`config.mk`:
```
export PLATFORM = sky130hd
export DESIGN_NAME = rom_streamer_flat
export DESIGN_NICKNAME = d
export VERILOG_FILES = /design/src/rtl/rom_streamer_if.sv /design/src/rtl/rom_streamer.sv /design/src/flat_wrapper.sv
export SDC_FILE = /design/constraint.sdc
export NUM_CORES = 1
export LEC_CHECK = 0
export CAP_MARGIN = 20
export CORE_ASPECT_RATIO = 1.1
export CORE_MARGIN = 2
export CORE_UTILIZATION = 50
export DETAILED_ROUTE_END_ITERATION = 7
export GPL_ROUTABILITY_DRIVEN = 0
export HOLD_SLACK_MARGIN = 0.06
export PLACE_DENSITY_LB_ADDON = 0.05
export SYNTH_ARGS = -nofsm -noshare
export SYNTH_HDL_FRONTEND = slang
export SYNTH_SLANG_ARGS = --single-unit
```
`constraint.sdc`:
```
create_clock -name clk -period 4.45 [get_ports clk]
set_clock_uncertainty 0.15 [all_clocks]
set_input_delay 0.445 -clock clk [delete_from_list [all_inputs] [get_ports clk]]
set_output_delay 0.445 -clock clk [all_outputs]
set_load 0.1 [all_outputs]
```
`src/rtl/rom_streamer_if.sv`:
```
// rtl/rom_streamer_if.sv - valid/ready word stream carrying ROM data with a last-word marker
interface rom_streamer_if #(
  parameter int WIDTH = 8
);
  logic [WIDTH-1:0] out_data;
  logic             out_valid;
  logic             out_ready;
  logic             out_last;

  modport master (
    output out_data,
    output out_valid,
    output out_last,
    input  out_ready
  );

  modport slave (
    input  out_data,
    input  out_valid,
    input  out_last,
    output out_ready
  );
endinterface

```
`src/rtl/rom_streamer.sv`:
```
// rtl/rom_streamer.sv - walks a synchronous ROM from a base address and streams the words out
module rom_streamer #(
  parameter  int WIDTH = 8,
  parameter  int DEPTH = 256,
  localparam int ADDRW = $clog2(DEPTH),
  localparam int LENW  = ADDRW + 1
) (
  input  logic                 clk,
  input  logic                 rst_n,
  input  logic                 start,
  input  logic [ADDRW-1:0]     start_addr,
  input  logic [LENW-1:0]      len,
  output logic                 busy,
  output logic                 done,
  output logic [ADDRW-1:0]     rom_addr,
  input  logic [WIDTH-1:0]     rom_data,
  rom_streamer_if.master       out
);

  typedef enum logic [1:0] {
    IDLE,
    RUN,
    DRAIN
  } state_t;

  localparam logic [ADDRW-1:0] LAST_ADDR = ADDRW'(DEPTH - 1);

  state_t           state;
  state_t           state_nxt;
  logic [LENW-1:0]  rem_issue;
  logic [LENW-1:0]  rem_out;
  logic             inflight;
  logic [1:0]       count;
  logic             wr_ptr;
  logic             rd_ptr;
  logic [WIDTH-1:0] buf_mem [2];

  logic             pop;
  logic             issue;
  logic             last_pop;
  logic             accept;
  logic [2:0]       occ;

  assign busy          = (state != IDLE);
  assign out.out_valid = (count != 2'd0);
  assign out.out_data  = buf_mem[rd_ptr];
  assign out.out_last  = out.out_valid && (rem_out == LENW'(1));

  // Credit check counts the word already in flight from the ROM so the buffer never overflows.
  always_comb begin
    pop       = out.out_valid & out.out_ready;
    occ       = {1'b0, count} + {2'b00, inflight} - {2'b00, pop};
    issue     = (state == RUN) && (occ < 3'd2);
    last_pop  = pop && (rem_out == LENW'(1));
    accept    = (state == IDLE) && start && (len != '0);
    state_nxt = state;
    case (state)
      IDLE:    if (accept) state_nxt = RUN;
      RUN:     if (issue && (rem_issue == LENW'(1))) state_nxt = DRAIN;
      DRAIN:   if (last_pop) state_nxt = IDLE;
      default: state_nxt = IDLE;
    endcase
  end

  always_ff @(posedge clk) begin
    if (!rst_n) state <= IDLE;
    else        state <= state_nxt;
  end

  always_ff @(posedge clk) begin
    if (!rst_n) begin
      rom_addr  <= '0;
      rem_issue <= '0;
      rem_out   <= '0;
      inflight  <= 1'b0;
      count     <= 2'd0;
      wr_ptr    <= 1'b0;
      rd_ptr    <= 1'b0;
      done      <= 1'b0;
    end else begin
      done     <= ((state == IDLE) && start && (len == '0)) || ((state == DRAIN) && last_pop);
      inflight <= issue;
      count    <= count + {1'b0, inflight} - {1'b0, pop};
      if (inflight) wr_ptr <= ~wr_ptr;
      if (pop) begin
        rd_ptr  <= ~rd_ptr;
        rem_out <= rem_out - LENW'(1);
      end
      if (accept) begin
        rom_addr  <= start_addr;
        rem_issue <= len;
        rem_out   <= len;
      end else if (issue) begin
        rom_addr  <= (rom_addr == LAST_ADDR) ? '0 : rom_addr + ADDRW'(1);
        rem_issue <= rem_issue - LENW'(1);
      end
    end
  end

  always_ff @(posedge clk) begin
    if (inflight) buf_mem[wr_ptr] <= rom_data;
  end

endmodule

```
`src/flat_wrapper.sv`:
```
// flat-port wrapper written by rule: the top's interface ports become plain ports
module rom_streamer_flat 
#(
  parameter  int WIDTH = 8,
  parameter  int DEPTH = 256,
  localparam int ADDRW = $clog2(DEPTH),
  localparam int LENW  = ADDRW + 1
)
  (clk, rst_n, start, start_addr, len, busy, done, rom_addr, rom_data, out_out_data, out_out_valid, out_out_last, out_out_ready);
  rom_streamer_if #(.WIDTH(WIDTH)) out_i ();
  input  logic clk;
  input  logic rst_n;
  input  logic start;
  input  logic [ADDRW-1:0] start_addr;
  input  logic [LENW-1:0] len;
  output logic busy;
  output logic done;
  output logic [ADDRW-1:0] rom_addr;
  input  logic [WIDTH-1:0] rom_data;
  output wire logic [$bits(out_i.out_data)-1:0] out_out_data;
  output wire logic [$bits(out_i.out_valid)-1:0] out_out_valid;
  output wire logic [$bits(out_i.out_last)-1:0] out_out_last;
  input wire logic [$bits(out_i.out_ready)-1:0] out_out_ready;
  assign out_out_data = out_i.out_data;
  assign out_out_valid = out_i.out_valid;
  assign out_out_last = out_i.out_last;
  assign out_i.out_ready = out_out_ready;
  rom_streamer #(.WIDTH(WIDTH), .DEPTH(DEPTH)) u_core (.clk(clk), .rst_n(rst_n), .start(start), .start_addr(start_addr), .len(len), .busy(busy), .done(done), .rom_addr(rom_addr), .rom_data(rom_data), .out(out_i));
endmodule
```
==> run metrics <==
vias in the first global route approximately 2.0k; clock sinks 51; Fillers 402; final hold violations 0; outcome complete, no violations; worst skew pair latency 0.30 ns; n_diodes 0; grt total ovfl 0; global routing usage on met3 4.81%; Post-Route WL 5570 um; Wirelength per Cell 15.6 um; LEAKAGE roughly 1.1 nW; initial antenna violation count 0; Max Fclk 261 MHz; CTS tree done; H-tree levels 2; most frequent cells in the layout 47 x clkdlybuf4s50_1, 35 x dfxtp_1, 24 x a21oi_1, 16 x edfxtp_1, 15 x nand3_1; DRT Pass-1 Iters 5; via count 2,028; Post-synth EDFFs 16; I/O pins 49; GRT Overall Usage 21.6%; critical path peak fanout 11; flip-flop and latch count after synthesis 51; top_reg_cell synth dfxtp_1; Cell Area, Synth 2470 um2; Crit path arrival time 3.90 ns; Initial Utilization 52.4%; setup repair bufs after CTS 0; worst-path cell chain clkdlybuf4s50_1 -> o21ai_1 -> inv_1 -> ha_1 -> inv_1 -> ha_1 -> fa_1 -> nor3b_2 -> nand2_1 -> or4_1 -> a21oi_1; RSZ-0062 raised after global routing false; largest net degree at the start of global routing 34; synthesis-to-finish area growth 24.9%; root buffer cell clkbuf_8; fraction of layout cells with a size suffix above 1 9.97%; Post-Syn Instances 253; maximum vdd drop ~280 uV; Slowest Stage Delay on Critical Path between 0.5 and 0.6 ns; vias per inst 5.68; core area between 4000 and 5000 um2; HP Class flop to flop; pwr dens 522 nW/um2; most common cell after layout, fill and taps aside clkdlybuf4s50_1; register area share after synthesis 47.8%; Die W 71.0 um; startpoint class of the critical path input port; Port-buffer cells 48; Cell variety after synth 52; PostCTS Resize Cnt 0; DPL Wire Length about 4100 um; WS Path Type input port to flop; DRC errors left 0; Synth Warn # 0; max_slew headroom 32.5%; fin util between 60% and 70%; Slew Viols, Final 0; max_cap viols 0; # hold bufs at CTS 0; FFs w/ async S/R, synth 0%; final setup fails 0; M1 GR Usage 28.2%; die area 5520 um2; fin crit period 3.83 ns; Most Crowded Layer GR met2; Worst-path clk slew 0.09 ns; Final Cycle Share 86.1%; 1st-iter DRT viols a little under 100; TritonCTS buffer count 5; Setup TNS 0 ns; met2 Usage GRT 35.9%; clock buffer depth 2; Synthesized Nets 290; NumNets Final about 340; measured slew at the worst slew-check pin 1.01 ns; Die H 77.7 um; slowest stage cell, crit path or4_1; ANT nets after route 0; CP endpoint kind flop; Cell Rows 26; mean post-synth cell area 9.76 um2; Worst EP required about 4.5 ns; global-route wire length before repair approximately 9500 um
## sequential cells by signal (all words and copies together), names as in the netlist, named ones only
name and cells:
u_core.inflight 1, u_core.count 2, u_core.buf_mem 16, u_core.done 1, u_core.rd_ptr 1, u_core.rem_out 9
u_core.state 2, u_core.rom_addr 8, u_core.wr_ptr 1, u_core.rem_issue 9
## routing by layer
layer,vias to the layer above,wire length [um]
li1,1032,-
met2,51,2610
met1,936,2550
met3,9,317
met5,-,0
met4,0,84
## cell usage after synthesis (2+ instances only)
master,instances,area share (%)
edfxtp_1,16,19
o21ai_0,13,2.6
nor3_1,8,1.6
mux2i_1,2,0.81
clkbuf_1,9,1.4
nor2b_1,2,0.51
nand2b_1,2,0.51
o21a_1,3,0.91
xor2_1,4,1.4
or3_1,3,0.76
nand3_1,15,3.0
and2_1,4,1.0
ha_1,7,3.5
a21oi_1,24,4.9
nor4_1,5,1.3
xnor2_1,9,3.2
nand2_1,9,1.4
mux2_2,8,3.6
dfxtp_1,35,28
a2bb2oi_1,3,1.1
and3_1,2,0.51
or2_2,4,1.0
nor2_1,13,2.0
or4_4,2,0.91
o211ai_1,2,0.61
a31oi_1,5,1.3
nand4_1,6,1.5
inv_1,14,2.1
## power breakdown
| group | internal [mW] | total [mW] | switching [mW] |
|---|---|---|---|
| Sequential | 0.550 | 0.620 | 0.0693 |
| Combinational | 0.237 | 0.717 | 0.480 |
| Clock | 0.113 | 0.272 | 0.159 |
| Total | 0.900 | 1.61 | 0.709 |
## logic make-up after synthesis
family / Yosys count / share of synthesized area (%)
and+or+nand+nor: 86 / 20.0
AOI/OAI and AO/OA: 62 / 15.3
DFF: 51 / 47.8
buffers and inverters: 23 / 3.50
xor gates and xnor gates: 13 / 4.61
muxes: 10 / 4.46
adders and majority gates: 8 / 4.36
## per-stage QoR
step	hold WS, ns	cell area [um2]	setup WS, ns	power [mW]	cells
floorplan	0.331	2470	1.26	1.17	253
detailed placement	0.361	2990	0.326	1.35	349
CTS	0.379	3080	0.630	1.62	357
global route	0.412	3080	0.320	1.70	357
global placement	0.350	2990	0.408	1.34	349
finish	0.380	3080	0.620	1.61	357
## worst max-delay path, delay by kind of cell
| family | cells | cell delay, ns |
|---|---|---|
| adder cells (fa/ha/maj) | 3 | 0.98 |
| AND/OR/NAND/NOR | 3 | 1.45 |
| AO/OA/AOI/OAI | 2 | 0.39 |
| buffers and inverters | 3 | 0.64 |
## cell type report
type / instances / area, um2 / share of cell area (%)
Multi-Input combinational cell: 179 / 1200 / 39.0
Clock buffer: 5 / 68.8 / 2.23
Clock inverter: 3 / 23.8 / 0.771
Sequential cell: 51 / 1180 / 38.3
Tap cell: 56 / 70.1 / 2.27
Timing Repair Buffer: 49 / 485 / 15.7
Inverter: 14 / 52.6 / 1.70
## final timing paths
check | startpoint | endpoint | slack (ns) | depth (start not counted)
worst min-delay path | u_core.inflight | u_core.wr_ptr | 0.38 | 2
worst min register to register | u_core.inflight | u_core.wr_ptr | 0.38 | 2
worst max-delay path | out_out_ready | u_core.state[1] | 0.62 | 11
worst max register to register | u_core.count[1] | u_core.state[1] | 0.67 | 10
No activity file was read; power rests on OpenSTA's default activity.
